$ cat src/rtl/psram_access_sequencer.sv
// psram_access_sequencer: splits rv32i loads/stores into 16-bit PSRAM transactions,
// stalling the core until the access completes and returning extended load data.
module psram_access_sequencer #(
    parameter int PSRAM_AW = 22
) (
    input  logic                clk,
    input  logic                reset,
    input  logic                req,
    input  logic                we,
    input  logic [1:0]          size,
    input  logic                unsigned_ld,
    input  logic [31:0]         addr,
    input  logic [31:0]         wdata,
    output logic                stall,
    output logic [31:0]         rdata,
    output logic                done,
    output logic                err,
    output logic [PSRAM_AW-1:0] p_addr,
    output logic                p_write_en,
    output logic                p_read_en,
    output logic [15:0]         p_data_in,
    output logic                p_wr_hi,
    output logic                p_wr_lo,
    input  logic                p_busy,
    input  logic                p_read_avail,
    input  logic [15:0]         p_data_out
);
    typedef enum logic [2:0] {IDLE, ISSUE_LO, WAIT_LO, ISSUE_HI, WAIT_HI, DONE} state_t;
    state_t              r_state;
    logic                r_we, r_uns, r_a0, r_busy_seen, r_err;
    logic                r_p_write_en, r_p_read_en, r_p_wr_hi, r_p_wr_lo;
    logic [1:0]          r_size;
    logic [15:0]         r_whi, r_lo, r_p_data_in;
    logic [PSRAM_AW-1:0] r_p_addr;
    logic [31:0]         r_rdata;
    logic                w_byte, w_word, w_mis, w_exit, w_unused;
    logic [15:0]         w_half;
    logic [31:0]         w_ext;
    assign w_byte   = size == 2'd0;
    assign w_word   = size[1];
    assign w_mis    = (size == 2'd1 && addr[0]) || (w_word && addr[1:0] != 2'b00);
    assign w_exit   = r_we ? (r_busy_seen && !p_busy) : p_read_avail;
    assign w_unused = ^addr[31:PSRAM_AW+1];
    // extension uses the latched access attributes, not the live core inputs
    assign w_half = r_size == 2'd0 ? {8'h00, r_a0 ? p_data_out[15:8] : p_data_out[7:0]} : p_data_out;
    assign w_ext  = r_size == 2'd0 ? {{24{!r_uns && w_half[7]}}, w_half[7:0]}
                                   : {{16{!r_uns && w_half[15]}}, w_half};
    assign stall      = r_state == IDLE ? req : r_state != DONE;
    assign done       = r_state == DONE;
    assign err        = r_err;
    assign rdata      = r_rdata;
    assign p_addr     = r_p_addr;
    assign p_write_en = r_p_write_en;
    assign p_read_en  = r_p_read_en;
    assign p_data_in  = r_p_data_in;
    assign p_wr_hi    = r_p_wr_hi;
    assign p_wr_lo    = r_p_wr_lo;
    always_ff @(posedge clk or posedge reset) begin
        if (reset) begin
            r_state      <= IDLE;
            r_we         <= 1'b0;
            r_uns        <= 1'b0;
            r_a0         <= 1'b0;
            r_size       <= 2'd0;
            r_whi        <= '0;
            r_lo         <= '0;
            r_busy_seen  <= 1'b0;
            r_err        <= 1'b0;
            r_rdata      <= '0;
            r_p_addr     <= '0;
            r_p_data_in  <= '0;
            r_p_write_en <= 1'b0;
            r_p_read_en  <= 1'b0;
            r_p_wr_hi    <= 1'b0;
            r_p_wr_lo    <= 1'b0;
        end else begin
            case (r_state)
                IDLE: if (req) begin
                    r_we        <= we;
                    r_size      <= size;
                    r_uns       <= unsigned_ld;
                    r_a0        <= addr[0];
                    r_whi       <= wdata[31:16];
                    r_p_addr    <= addr[PSRAM_AW:1];
                    r_p_data_in <= w_byte ? {2{wdata[7:0]}} : wdata[15:0];
                    r_p_wr_hi   <= we && (!w_byte || addr[0]);
                    r_p_wr_lo   <= we && (!w_byte || !addr[0]);
                    r_err       <= w_mis;
                    r_state     <= w_mis ? DONE : ISSUE_LO;
                end
                ISSUE_LO, ISSUE_HI: if (!p_busy) begin
                    r_p_write_en <= r_we;
                    r_p_read_en  <= !r_we;
                    r_busy_seen  <= 1'b0;
                    r_state      <= r_state == ISSUE_LO ? WAIT_LO : WAIT_HI;
                end
                WAIT_LO, WAIT_HI: begin
                    r_p_write_en <= 1'b0;
                    r_p_read_en  <= 1'b0;
                    r_busy_seen  <= r_busy_seen || p_busy;
                    if (w_exit) begin
                        if (r_state == WAIT_LO && r_size[1]) begin
                            r_lo        <= p_data_out;
                            r_p_addr    <= r_p_addr + PSRAM_AW'(1);
                            r_p_data_in <= r_whi;
                            r_state     <= ISSUE_HI;
                        end else begin
                            r_rdata <= r_state == WAIT_HI ? {p_data_out, r_lo} : w_ext;
                            r_state <= DONE;
                        end
                    end
                end
                default: begin
                    r_err   <= 1'b0;
                    r_state <= IDLE;
                end
            endcase
        end
    end
endmodule

$ cat config.mk
export PLATFORM = sky130hd
export DESIGN_NAME = psram_access_sequencer
export DESIGN_NICKNAME = d
export VERILOG_FILES = /design/src/rtl/psram_access_sequencer.sv
export SDC_FILE = /design/constraint.sdc
export NUM_CORES = 1
export LEC_CHECK = 0
export ABC_AREA = 1
export ABC_CLOCK_PERIOD_IN_PS = 6820
export CAP_MARGIN = 20
export CORE_MARGIN = 5
export CORE_UTILIZATION = 30
export CTS_CLUSTER_DIAMETER = 120
export DETAILED_ROUTE_END_ITERATION = 12
export DONT_BUFFER_PORTS = 1
export GPL_TIMING_DRIVEN = 0
export PLACE_DENSITY = 0.5
export SLEW_MARGIN = 10
export SYNTH_ARGS = -nofsm -noshare
export SYNTH_HDL_FRONTEND = slang
export SYNTH_SLANG_ARGS = --single-unit
$ cat constraint.sdc
create_clock -name clk -period 6.82 [get_ports clk]
set_clock_uncertainty 0.1 [all_clocks]
set_input_delay 1.364 -clock clk [delete_from_list [all_inputs] [get_ports clk]]
set_output_delay 1.364 -clock clk [all_outputs]
set_load 0.01 [all_outputs]
# After elaboration in Yosys (flattened, before gate mapping)
# Index checks and enable logic that the tools add are counted.
op_classes:
  bitwise: 2
  eq_ne: 11
  reduce_logical: 33
  add_sub_neg: 1
  muxes: 30
ops:
  columns: ["cell", "count"]
  rows:
  - ["16-bit two-way mux", 5]
  - ["22-bit two-way mux", 3]
  - ["32-bit two-way mux", 2]
  - ["22-bit one-hot mux with 2 select lines", 1]
  - ["16-bit one-hot mux with 2 select lines", 1]
  - ["22-bit by 1-bit adder with 22-bit output, second input constant", 1]
  - ["3-bit two-way mux", 6]
  - ["3-bit one-hot mux with 3 select lines", 1]
  - ["3-bit AND reduction", 3]
  - ["1-bit logical AND", 8]
  - ["8-bit two-way mux", 1]
  - ["2-bit inequality test, second input constant", 4]
  - ["1-bit one-hot mux with 2 select lines", 4]
  - ["3-bit by 2-bit == test with 1-bit output, second input constant", 2]
  - ["3-bit == test, second input constant", 2]
  - ["1-bit two-way mux", 6]
  - ["2-bit AND reduction", 3]
  - ["2-bit nonzero test", 3]
  - ["1-bit zero test", 5]
  - ["2-bit zero test", 2]
  - ["1-bit logical OR", 4]
  - ["4-bit AND reduction", 1]
  - ["2-bit OR reduction", 2]
  - ["4-bit OR reduction", 1]
  - ["5 further kinds", 6]
word_totals:
  register_bits: 116
  in_bits: 89
  wordCells: 93
  output_inout_bits: 77

# Logic depth before layout (Yosys ltp)
logic_depth:
  depth_word: 6
  depth_mapped: 10
  ltp_nobuf: 9

# Worst setup path before layout
# Ideal clock, no wire load.
synth_timing:
  path_kind: "input port to output port"
  startpoint: "in req"
  endpoint: "out stall"
  stages: 2
  arrival_ns: 1.640
  required_time_ns: 5.356
  slack_ns: 3.716
  n_path_buf: 0
  cell_sequence: "inv_1 -> a21oi_1"
synth_between:
  elab_chain_cells: 1
synth_lines:
  columns: ["element", "line_no", "text"]
  rows:
  - ["from (decl)", "8", "input logic req,"]
  - ["1-bit two-way mux", "48", "assign stall = r_state == IDLE ? req : r_state != DONE;"]
  - ["to (decl)", "14", "output logic stall,"]
# No other way between the ends.

# Final worst setup path
# Same ends and word-level chain as after synthesis.

==> results.txt <==
----------------------------------------------------
[Cells and area]
  NumNets Final ... 962
  Post-route design area ... 6940 um^2
  Fillers ... 2123
  P&R area growth vs syn ... 16.1%
  Top library cells by usage in the layout, fill and taps aside ... sky130_fd_sc_hd__nand2_1 (381), sky130_fd_sc_hd__dfrtp_1 (116), sky130_fd_sc_hd__nor2_1 (90)
  N_diodes ... 0
  Commonest non-fill, non-tap cell in the layout ... sky130_fd_sc_hd__nand2_1
  Fraction of final layout cells with drive strength greater than 1 ... 0.0724
  Count of placed standard cells in the final layout, fillers left out ... 1149

[Critical path]
  Gate family responsible for the most delay along the worst path ... compound AO/OA/AOI/OAI gates
  Worst Setup Start Kind ... primary input
  Buffering stage count on the worst path with inverters included ... 1
  Worst Path Class, Setup ... in -> out
  Capturing point of the worst reg2reg path ... rdata[18]$_DFFE_PP0P_
  Cell with the largest stage delay on the worst path ... sky130_fd_sc_hd__a21oi_1
  Crit-path max cell delay ... 0.30 ns
  Worst path arrival time ... 1.72 ns
  Data required time of the critical path ... 5.36 ns
  Crit end category ... output port
  Worst R2R Start ... r_size[1]$_DFFE_PP0P_
  Path depth of the worst reg2reg path ... 9
  CP cell instances ... inv_1 > a21oi_1
  Highest fanout seen on the critical path ... 3
  Setup slack on the worst flop-to-flop path ... 4.81 ns

[CTS]
  Deepest level of the CTS H-tree ... 4
  # hold bufs at CTS ... 0
  # resized after CTS ... 0
  Clock sink count ... 116
  Longest Clk Path Bufs ... 2
  CTS tree ... done
  Clock insertion delay at the later pin of the skew report ... 0.42 ns
  Post CTS Setup Buffer Count ... 0
  Clock transition at the registers of the reported paths ... 0.05 ns
  Number of buffers inserted during clock tree synthesis ... 17
  Clock root cell ... sky130_fd_sc_hd__clkbuf_16

[Route]
  Final Routed Wirelength ... 18700 um
  Total via count after detailed routing ... 5291
  DR WL/cell ... 16.2 um
  DRT antenna net count ... 0
  DRC marker count from the first detailed-route iteration ... 250
  Drt pass-1 iters ... 4
  Number of DRC violations after detailed routing ... 0
  Vias per std cell ... 4.60

[Power and ir drop]
  Pwr dens ... 526 nW/um^2
  Leak ... 3.61 nW
  Worst vdd ir ... 197 uV

[Global routing]
  First-pass GRT wire length ... 29600 um
  Global-route total usage across every layer ... 0.170
  Initial antenna violation count ... 0
  Pin count of the biggest net entering global routing ... 69
  Via count of the first global-routing pass ... 5431
  Overflow left after global routing ... 0

[Placement]
  Cell area reported after detailed placement ... 6340 um^2
  Placed Cells ... 1118
  Count of input and output buffers ... 0
  Placed wire-length estimate ... 13900 um
  Weighted congestion reported at the end of routability-driven placement ... 0.780

[Timing]
  Final critical-path required period ... 3.19 ns
  Slew at the pin with the worst max-slew slack ... 0.694 ns
  Ratio of final minimum period to clock period ... 0.467
  Worst hold slack across all endpoints ... 0.369 ns
  RSZ-0062 raised after global routing ... false
  Highest Clock Rate ... 0.314 GHz
  Total Negative Setup Slacks ... 0 ns
  Number of pins with negative max-slew slack in the final report ... 0
  Worst slew slack as a fraction of its limit ... 0.536
  Final Hold Violating Endpoints ... 0
  Final Setup Violations ... 0

[Outcome]
  Status ... finished, final reports clean

[Floorplanning]
  Die Y ... 151 um
  Die Area ... 22800 um^2
  Initial standard-cell utilization of the core ... 0.306
  X dimension of the die ... 151 um
  Num rows ... 51
  Top-Level Pins ... 166
  Core area ... 19500 um^2

[Synth]
  Number of warnings printed during yosys synthesis ... 0
  Cell count after synthesis ... 852
  Post-synthesis instance area ... 5980 um^2
  Syn_nets ... 942
  Portion of the post-synthesis area used by sequential elements ... 0.486
  Mean post-synth cell area ... 7.01 um^2
  Number of synthesized register bits ... 116
  Distinct cell type count after synthesis ... 24

[Hold path]
  Number of cells on the worst hold path ... 2
  Hold Crit Class ... reg -> reg
  Startpoint of the lowest-slack hold path ... r_whi[3]$_DFFE_PP0P_
  Hold endpoint ... r_whi[3]$_DFFE_PP0P_

[Job]
  Max capacitance violation total ... 0

----------------------------------------------------
[area by class of cell]
class                   count  area, um^2  area share
flip-flops and latches    116        2900       0.418
multi-input cells         627        2620       0.377
clock buffers              21         470      0.0678
well taps                 265         332      0.0478
inverters                  74         283      0.0407
plain buffers              35         176      0.0254
clock inverters            10         130      0.0187
repair buffers              1        27.5     0.00397
[worst max-delay path by stage]
| stage | cells past startpoint | slack, ns | start | end |
|---|---|---|---|---|
| floorplan | 1 | 2.28 | reset | err$_DFFE_PP0P_ |
| global placement | 1 | 0.56 | reset | p_data_in[14]$_DFFE_PP0P_ |
| detailed placement | 2 | 3.63 | req | stall |
| CTS | 2 | 3.62 | req | stall |
| global route | 2 | 3.62 | req | stall |
| finish | 2 | 3.63 | req | stall |
[stage by stage]
| stage | util | power (W) | setup slack, ns |
|---|---|---|---|
| 2_1_floorplan | - | 0.00233 | 2.28 |
| 3_3_place_gp | 0.323 | 0.00275 | 0.562 |
| 3_5_place_dp | 0.325 | 0.00277 | 3.63 |
| 4_1_cts | 0.355 | 0.00371 | 3.62 |
| 5_1_grt | 0.355 | 0.00400 | 3.62 |
| 6_report | 0.355 | 0.00365 | 3.63 |
[synth_stat cells]
cell | number | area [um^2]
sky130_fd_sc_hd__a21oi_1 | 24 | 120
sky130_fd_sc_hd__ha_1 | 1 | 12.5
sky130_fd_sc_hd__inv_2 | 3 | 11.3
sky130_fd_sc_hd__o21ai_1 | 1 | 5.00
sky130_fd_sc_hd__nand2_1 | 381 | 1430
sky130_fd_sc_hd__nor3_1 | 2 | 10.0
sky130_fd_sc_hd__a31oi_1 | 1 | 6.26
sky130_fd_sc_hd__xor2_1 | 5 | 43.8
sky130_fd_sc_hd__clkbuf_1 | 11 | 41.3
sky130_fd_sc_hd__o211ai_1 | 8 | 60.1
sky130_fd_sc_hd__nor2_1 | 90 | 338
sky130_fd_sc_hd__o21ai_0 | 76 | 380
sky130_fd_sc_hd__nand3_1 | 27 | 135
sky130_fd_sc_hd__inv_1 | 71 | 267
sky130_fd_sc_hd__nand3b_1 | 3 | 22.5
sky130_fd_sc_hd__nor2_2 | 2 | 12.5
sky130_fd_sc_hd__nand3b_2 | 1 | 11.3
sky130_fd_sc_hd__nand2_2 | 1 | 6.26
sky130_fd_sc_hd__nand4_1 | 3 | 18.8
sky130_fd_sc_hd__buf_6 | 2 | 22.5
sky130_fd_sc_hd__buf_4 | 1 | 7.51
sky130_fd_sc_hd__buf_2 | 21 | 105
sky130_fd_sc_hd__or2_2 | 1 | 6.26
sky130_fd_sc_hd__dfrtp_1 | 116 | 2900
[sequential cells by signal (all words and copies together) (netlist names), 2 cells and up]
signal,flops
p_data_in,16
rdata,32
r_state,3
r_lo,16
r_whi,16
r_size,2
p_addr,22
[cells by family after synthesis]
family,Yosys count,share of synthesized area
compound gates,110,0.0957
xor+xnor,5,0.00733
fa+ha+maj,1,0.00209
buf+inv,109,0.0760
flops,116,0.486
simple gates,511,0.333
[layer usage]
metal,GRT usage,share of wire
met4,0.0617,0.016
met1,0.208,0.43
met3,0.0778,0.11
met5,0,0
met2,0.265,0.45
[report_power, final]
| group | internal (W) | total (W) | leakage (nW) | switching [W] |
|---|---|---|---|---|
| logic | 0.000432 | 0.00132 | 1.87 | 0.000883 |
| clock network | 0.000597 | 0.000918 | 0.294 | 0.000321 |
| registers | 0.00102 | 0.00141 | 1.44 | 0.000391 |
| total | 0.00205 | 0.00365 | 3.61 | 0.00159 |
Power figures use the tool's default switching activity.
